<file path="config.mk">
export PLATFORM = sky130hd
export DESIGN_NAME = mem_port_arbiter_flat
export DESIGN_NICKNAME = d
export VERILOG_FILES = /design/src/rtl/mem_port_arbiter_if.sv /design/src/rtl/mem_port_arbiter.sv /design/src/flat_wrapper.sv
export SDC_FILE = /design/constraint.sdc
export NUM_CORES = 1
export LEC_CHECK = 0
export BUFFER_PORTS_ARGS = -buffer_cell sky130_fd_sc_hd__buf_2
export CELL_PAD_IN_SITES_DETAIL_PLACEMENT = 0
export CELL_PAD_IN_SITES_GLOBAL_PLACEMENT = 1
export CORE_MARGIN = 3
export CORE_UTILIZATION = 39
export CTS_CLUSTER_SIZE = 16
export DETAILED_ROUTE_END_ITERATION = 7
export HOLD_SLACK_MARGIN = 0.05
export PLACE_DENSITY_LB_ADDON = 0.1
export SETUP_SLACK_MARGIN = 0.4
export SLEW_MARGIN = 20
export SYNTH_ARGS = -nofsm -noshare
export SYNTH_HDL_FRONTEND = slang
export SYNTH_SLANG_ARGS = --single-unit
</file>
<file path="constraint.sdc">
create_clock -name clk -period 3.46 [get_ports clk]
set_clock_uncertainty 0.05 [all_clocks]
set_input_delay 0.692 -clock clk [delete_from_list [all_inputs] [get_ports clk]]
set_output_delay 0.692 -clock clk [all_outputs]
set_load 0.02 [all_outputs]
</file>
<file path="src/rtl/mem_port_arbiter_if.sv">
// Bundle of the fetch, data and memory-side signals shared between the cpu,
// the unified memory and mem_port_arbiter.
interface mem_port_arbiter_if #(
  parameter int DATA_WIDTH = 32
);
  logic                  if_req_i;
  logic [DATA_WIDTH-1:0] if_addr_i;
  logic                  if_ack_o;
  logic [DATA_WIDTH-1:0] if_rdata_o;

  logic                  dm_req_i;
  logic                  dm_we_i;
  logic                  dm_byte_i;
  logic [DATA_WIDTH-1:0] dm_addr_i;
  logic [DATA_WIDTH-1:0] dm_wdata_i;
  logic                  dm_ack_o;
  logic [DATA_WIDTH-1:0] dm_rdata_o;

  logic                  mem_en_o;
  logic                  mem_we_o;
  logic                  mem_byte_o;
  logic [DATA_WIDTH-1:0] mem_addr_o;
  logic [DATA_WIDTH-1:0] mem_wdata_o;
  logic [DATA_WIDTH-1:0] mem_rdata_i;

  logic                  stall_o;

  // Arbiter side
  modport slave (
    input  if_req_i, if_addr_i,
    input  dm_req_i, dm_we_i, dm_byte_i, dm_addr_i, dm_wdata_i,
    input  mem_rdata_i,
    output if_ack_o, if_rdata_o,
    output dm_ack_o, dm_rdata_o,
    output mem_en_o, mem_we_o, mem_byte_o, mem_addr_o, mem_wdata_o,
    output stall_o
  );

  // Cpu / memory side
  modport master (
    output if_req_i, if_addr_i,
    output dm_req_i, dm_we_i, dm_byte_i, dm_addr_i, dm_wdata_i,
    output mem_rdata_i,
    input  if_ack_o, if_rdata_o,
    input  dm_ack_o, dm_rdata_o,
    input  mem_en_o, mem_we_o, mem_byte_o, mem_addr_o, mem_wdata_o,
    input  stall_o
  );
endinterface

</file>
<file path="src/rtl/mem_port_arbiter.sv">
// Round-robin arbiter sharing one single-ported memory between instruction
// fetch and data load/store, with a fixed MEM_LAT-cycle access.
module mem_port_arbiter #(
  parameter int DATA_WIDTH = 32,
  parameter int MEM_LAT    = 2
) (
  input  logic                clk,
  input  logic                rst,
  mem_port_arbiter_if.slave   bus
);

  typedef enum logic [1:0] {IDLE, ACCESS, DONE} state_t;
  typedef enum logic {SRC_IF, SRC_DM} src_t;

  localparam logic [3:0] CNT_LOAD = 4'(MEM_LAT - 1);

  state_t                state, state_nxt;
  src_t                  last, last_nxt;
  logic [3:0]            cnt, cnt_nxt;
  logic [DATA_WIDTH-1:0] acc_addr, acc_addr_nxt;
  logic [DATA_WIDTH-1:0] acc_wdata, acc_wdata_nxt;
  logic                  acc_we, acc_we_nxt;
  logic                  acc_byte, acc_byte_nxt;
  logic [DATA_WIDTH-1:0] if_rdata_q, if_rdata_nxt;
  logic [DATA_WIDTH-1:0] dm_rdata_q, dm_rdata_nxt;
  logic                  grant_dm;

  always_ff @(posedge clk or negedge rst) begin
    if (!rst) begin
      state      <= IDLE;
      last       <= SRC_DM;
      cnt        <= '0;
      acc_addr   <= '0;
      acc_wdata  <= '0;
      acc_we     <= 1'b0;
      acc_byte   <= 1'b0;
      if_rdata_q <= '0;
      dm_rdata_q <= '0;
    end else begin
      state      <= state_nxt;
      last       <= last_nxt;
      cnt        <= cnt_nxt;
      acc_addr   <= acc_addr_nxt;
      acc_wdata  <= acc_wdata_nxt;
      acc_we     <= acc_we_nxt;
      acc_byte   <= acc_byte_nxt;
      if_rdata_q <= if_rdata_nxt;
      dm_rdata_q <= dm_rdata_nxt;
    end
  end

  // 'last' doubles as the owner of the access in flight: it is set to the
  // winner at the grant edge and not touched again until the next grant.
  assign grant_dm = bus.dm_req_i & (~bus.if_req_i | (last == SRC_IF));

  always_comb begin
    state_nxt     = state;
    last_nxt      = last;
    cnt_nxt       = cnt;
    acc_addr_nxt  = acc_addr;
    acc_wdata_nxt = acc_wdata;
    acc_we_nxt    = acc_we;
    acc_byte_nxt  = acc_byte;
    if_rdata_nxt  = if_rdata_q;
    dm_rdata_nxt  = dm_rdata_q;

    case (state)
      IDLE: begin
        if (bus.if_req_i || bus.dm_req_i) begin
          state_nxt = ACCESS;
          cnt_nxt   = CNT_LOAD;
          if (grant_dm) begin
            last_nxt      = SRC_DM;
            acc_addr_nxt  = bus.dm_addr_i;
            acc_wdata_nxt = bus.dm_wdata_i;
            acc_we_nxt    = bus.dm_we_i;
            acc_byte_nxt  = bus.dm_byte_i;
          end else begin
            last_nxt      = SRC_IF;
            acc_addr_nxt  = bus.if_addr_i;
            acc_wdata_nxt = '0;
            acc_we_nxt    = 1'b0;
            acc_byte_nxt  = 1'b0;
          end
        end
      end

      ACCESS: begin
        if (cnt != 4'd0) begin
          cnt_nxt = cnt - 4'd1;
        end else begin
          state_nxt = DONE;
          if (!acc_we) begin
            if (last == SRC_DM) dm_rdata_nxt = bus.mem_rdata_i;
            else                if_rdata_nxt = bus.mem_rdata_i;
          end
        end
      end

      DONE:    state_nxt = IDLE;
      default: state_nxt = IDLE;
    endcase
  end

  assign bus.mem_en_o    = (state == ACCESS);
  assign bus.mem_we_o    = (state == ACCESS) & acc_we;
  assign bus.mem_byte_o  = (state == ACCESS) & acc_byte;
  assign bus.mem_addr_o  = acc_addr;
  assign bus.mem_wdata_o = acc_wdata;

  assign bus.if_ack_o    = (state == DONE) & (last == SRC_IF);
  assign bus.dm_ack_o    = (state == DONE) & (last == SRC_DM);
  assign bus.if_rdata_o  = if_rdata_q;
  assign bus.dm_rdata_o  = dm_rdata_q;

  assign bus.stall_o = (bus.if_req_i & ~bus.if_ack_o) | (bus.dm_req_i & ~bus.dm_ack_o);

endmodule

</file>
<file path="src/flat_wrapper.sv">
// flat-port wrapper written by rule: the top's interface ports become plain ports
module mem_port_arbiter_flat 
#(
  parameter int DATA_WIDTH = 32,
  parameter int MEM_LAT    = 2
)
  (clk, rst, bus_if_req_i, bus_if_addr_i, bus_dm_req_i, bus_dm_we_i, bus_dm_byte_i, bus_dm_addr_i, bus_dm_wdata_i, bus_mem_rdata_i, bus_if_ack_o, bus_if_rdata_o, bus_dm_ack_o, bus_dm_rdata_o, bus_mem_en_o, bus_mem_we_o, bus_mem_byte_o, bus_mem_addr_o, bus_mem_wdata_o, bus_stall_o);
  mem_port_arbiter_if #(.DATA_WIDTH(DATA_WIDTH)) bus_i ();
  input  logic clk;
  input  logic rst;
  input wire logic [$bits(bus_i.if_req_i)-1:0] bus_if_req_i;
  input wire logic [$bits(bus_i.if_addr_i)-1:0] bus_if_addr_i;
  input wire logic [$bits(bus_i.dm_req_i)-1:0] bus_dm_req_i;
  input wire logic [$bits(bus_i.dm_we_i)-1:0] bus_dm_we_i;
  input wire logic [$bits(bus_i.dm_byte_i)-1:0] bus_dm_byte_i;
  input wire logic [$bits(bus_i.dm_addr_i)-1:0] bus_dm_addr_i;
  input wire logic [$bits(bus_i.dm_wdata_i)-1:0] bus_dm_wdata_i;
  input wire logic [$bits(bus_i.mem_rdata_i)-1:0] bus_mem_rdata_i;
  output wire logic [$bits(bus_i.if_ack_o)-1:0] bus_if_ack_o;
  output wire logic [$bits(bus_i.if_rdata_o)-1:0] bus_if_rdata_o;
  output wire logic [$bits(bus_i.dm_ack_o)-1:0] bus_dm_ack_o;
  output wire logic [$bits(bus_i.dm_rdata_o)-1:0] bus_dm_rdata_o;
  output wire logic [$bits(bus_i.mem_en_o)-1:0] bus_mem_en_o;
  output wire logic [$bits(bus_i.mem_we_o)-1:0] bus_mem_we_o;
  output wire logic [$bits(bus_i.mem_byte_o)-1:0] bus_mem_byte_o;
  output wire logic [$bits(bus_i.mem_addr_o)-1:0] bus_mem_addr_o;
  output wire logic [$bits(bus_i.mem_wdata_o)-1:0] bus_mem_wdata_o;
  output wire logic [$bits(bus_i.stall_o)-1:0] bus_stall_o;
  assign bus_i.if_req_i = bus_if_req_i;
  assign bus_i.if_addr_i = bus_if_addr_i;
  assign bus_i.dm_req_i = bus_dm_req_i;
  assign bus_i.dm_we_i = bus_dm_we_i;
  assign bus_i.dm_byte_i = bus_dm_byte_i;
  assign bus_i.dm_addr_i = bus_dm_addr_i;
  assign bus_i.dm_wdata_i = bus_dm_wdata_i;
  assign bus_i.mem_rdata_i = bus_mem_rdata_i;
  assign bus_if_ack_o = bus_i.if_ack_o;
  assign bus_if_rdata_o = bus_i.if_rdata_o;
  assign bus_dm_ack_o = bus_i.dm_ack_o;
  assign bus_dm_rdata_o = bus_i.dm_rdata_o;
  assign bus_mem_en_o = bus_i.mem_en_o;
  assign bus_mem_we_o = bus_i.mem_we_o;
  assign bus_mem_byte_o = bus_i.mem_byte_o;
  assign bus_mem_addr_o = bus_i.mem_addr_o;
  assign bus_mem_wdata_o = bus_i.mem_wdata_o;
  assign bus_stall_o = bus_i.stall_o;
  mem_port_arbiter #(.DATA_WIDTH(DATA_WIDTH), .MEM_LAT(MEM_LAT)) u_core (.clk(clk), .rst(rst), .bus(bus_i));
endmodule
</file>
==> metrics.md <==
| Metric | Value |
|---|---|
| Worst Tran Pin Value | 0.7229 ns |
| Initial DRC Count | 189 |
| Combinational family with the most area after synthesis | multiplexers |
| GRT met1 Usage | 21.82% |
| Die height | 126.8 um |
| Initial antenna violation count | 0 |
| Area contributors post-synth | dfrtp_1 (60%), mux2_2 (19%), mux2_4 (7.9%) |
| Clock buffer depth | 2 |
| WL final | 13840 um |
| Post-Synth XOR/XNOR Area | 0% |
| Worst EP arrival | 2.67 ns |
| Net Count, Synth | 497 |
| FF+latch area | 3430 um^2 |
| M2 GR Usage | 28.18% |
| P_int | 5.114 mW |
| Syn Std Cell Area | 5692 um^2 |
| Worst slew margin | 51.81% |
| Worst Path Required | 3.70 ns |
| Warnings, synthesis | 0 |
| Clk slew on worst S/H paths | 0.06 ns |
| Total setup buffers inserted after CTS | 0 |
| Slowest stage delay, CP | 0.73 ns |
| Compound-cell area share of the yosys netlist | 6.265% |
| Slowest CP cell | or4_4 |
| Post-synthesis cell count | 361 |
| Nets | 770 |
| DP Wirelength | 10100 um |
| Routed length per instance | 16.73 um |
| RSZ-0062 raised after global routing | no |
| # diodes | 0 |
| Die W | 126.8 um |
| Clk root buf | clkbuf_16 |
| Post-synth cell types | 35 |
| Placer congestion estimate | 0.8015 |
| Count leader, synth | dfrtp_1 |
| Total GRT Usage | 17.42% |
| DRC | 0 |
| First-pass GRT wire length | 21970 um |
| Reg2reg end | u_core.bus.if_rdata_o[0] |
| Synth top cells by count | dfrtp_1 (136), mux2_2 (97), a22o_1 (34), mux2_4 (30), clkbuf_1 (11) |
| Area growth from synthesis to layout | 36.98% |
| Endpoints failing hold | 0 |
| Total vias in the final route | 4010 |
| Sequential share of the synthesized area | 60.26% |
| Finish-stage setup viols | 0 |
| Fraction of registers with async set/reset | 100.0% |
| Share of power burned in the clock network | 22.3% |
| Flop pwr share | 34.6% |
| Critical path class | reg -> reg |
| Synth Area in Adders | 0.4397% |
| CP Buf/Inv Count | 1 |
| Mux cell area share after synthesis | 27.50% |
| Clk sinks | 137 |
| H-tree lvl count | 4 |
| Hold Crit Class | in -> async |
| Latest clock arrival within the worst-skew pair | 0.41 ns |
| Final antenna-violating net count | 0 |
| Place WS | 1.045 ns |
| Crit Path Max Fanout | 32 |
| WP depth | 5 |
| Crit-path cells | inv_1 > ha_1 > or3b_4 > or4_4 > mux2_1 |
| R2r setup slk | 1.03 ns |
| Port Buf Inserts | 267 |
| Number of global-route vias before repair | 4307 |
| Pwr dens | 1049 nW/um^2 |
| Top Usage Layer GRT | met2 |
| Share of the synthesized area in the top cell type | 59.79% |
| Switch share | 37.49% |
| Initial Util | 40.38% |
| Met3 Use GR | 6.442% |
| Post-synthesis register bit count | 137 |
| Achievable Freq | 410.9 MHz |
| Cell family with most CP delay | simple AND/OR/NAND/NOR gates |
| Syn Area/Cell | 15.77 um^2 |
| Resized Gates After CTS | 0 |
| Status | completed |
| Final core occ | 55.31% |
| Site Rows | 43 |
| Simple-gate share of the synthesized area | 2.726% |
| Core area | 14100 um^2 |
| Ports | 268 |
| Setup ws final | 1.026 ns |
| Crit path from | u_core.cnt[0] |
| Gate power share | 43.1% |
| Fill cells | 1237 |
| R2R cell count | 5 |
| DR vias/cell | 4.849 |
| Max-slew violations | 0 |
| Total power draw | 8.180 mW |
| Post-synth EDFFs | 0 |
| Primary FF master, synth | dfrtp_1 |
| Hold-fix buffer count after cts | 0 |
| Tcrit/Tclk final | 70.34% |
| Total gr overflow | 0 |
| CTS tree | built |
| Psw | 3.067 mW |
| Die area | 16080 um^2 |
| Leakage | 3.985 nW |
| Share of post-route cells with drive strength above 1 | 68.16% |
| Largest net degree at the start of global routing | 65 |
| Crit path to | u_core.bus.if_rdata_o[0] |
| R2R Path Start | u_core.cnt[0] |
| MaxCap Viol Count | 0 |
| Worst setup EP type | flip-flop |
| CTS buffer count | 17 |
| Min Clock Period, post-route | 2.434 ns |
| Multi-input logic area | 2122 um^2 |
| CP startpoint kind | flip-flop |
| VDD IR max | 456.1 uV |
| Dominant cell type by area after synthesis | dfrtp_1 |
| Setup TNS | 0 ns |
| Initial DRT Pass Iterations | 4 |
kinds of logic after synthesis:
kind of cell / Yosys count
muxes: 129
AOI/OAI and AO/OA: 43
and+or+nand+nor: 24
DFF: 137
buffers and inverters: 26
adders and majority gates: 2
final cells by class:
cell class,instances,area share [%]
multi-input cells,198,27.22
inverters,6,0.2889
well taps,180,2.889
clock buffers,17,5.457
flip-flops and latches,137,43.99
repair buffers,274,17.89
clock inverters,15,2.263
power groups by stage:
stage	clock, mW	combinational (mW)	sequential, mW
finish	1.83	3.53	2.83
global route	1.95	3.77	2.93
CTS	1.87	3.59	2.83
detailed placement	0	3.60	2.84
global placement	0	3.53	2.83
floorplan	0	1.52	3.71
flip-flops by register name, summed over array words and instances (netlist names):
| signal | count |
|---|---|
| u_core.acc_we | 1 |
| u_core.bus.mem_wdata_o | 32 |
| u_core.state | 2 |
| u_core.acc_byte | 1 |
| u_core.cnt | 4 |
| u_core.bus.if_rdata_o | 32 |
| u_core.bus.dm_rdata_o | 32 |
| u_core.last | 1 |
| u_core.bus.mem_addr_o | 32 |
placed cells by master (no fill, tap or decap), types with 2 or more instances in the layout:
cell type / Yosys / layout
bufinv_16: 0 / 3
nor2_1: 4 / 3
o21ai_0: 2 / 2
inv_6: 0 / 2
mux2_2: 97 / 97
ha_1: 2 / 2
dfrtp_1: 136 / 136
o22ai_1: 2 / 2
buf_2: 5 / 266
inv_1: 6 / 6
mux2_4: 30 / 30
buf_4: 0 / 7
nor3_1: 3 / 3
nand2_1: 2 / 2
a22o_1: 34 / 34
and2_1: 2 / 2
mux2_1: 2 / 2
clkinv_2: 0 / 3
nor3b_1: 2 / 2
clkbuf_16: 0 / 17
clkinvlp_4: 0 / 6
how the worst min path moves through the flow:
stage	to	cells past startpoint
after floorplan	u_core.acc_byte	0
after global placement	u_core.bus.if_rdata_o[0]	1
after detailed placement	u_core.bus.if_rdata_o[31]	1
after CTS	u_core.bus.if_rdata_o[5]	1
after global routing	u_core.bus.dm_rdata_o[10]	1
final	u_core.bus.dm_rdata_o[5]	1
stage by stage:
| stage | area, um^2 | instances | hold slack [ns] |
|---|---|---|---|
| after CTS | 7796 | 827 | 0.2259 |
| after floorplan | 5692 | 361 | 0.3464 |
| final | 7796 | 827 | 0.1948 |
| after global routing | 7796 | 827 | 0.2365 |
| after detailed placement | 7194 | 795 | 0.4348 |
| after global placement | 7194 | 795 | 0.4195 |
layer usage:
metal,wire length [um],up-vias
li1,-,1866
met1,5712,1961
met2,6824,165
met3,1086,18
met4,215,0
met5,0,-
worst reg2reg max path, delay by kind of cell (launching register included):
family                   cells  cell delay, ns
AND/OR/NAND/NOR              2            1.13
multiplexers                 1            0.44
flip-flops                   1            0.38
adder cells (fa/ha/maj)      1            0.20
buffers and inverters        1            0.11
No activity file was read; power rests on OpenSTA's default activity.
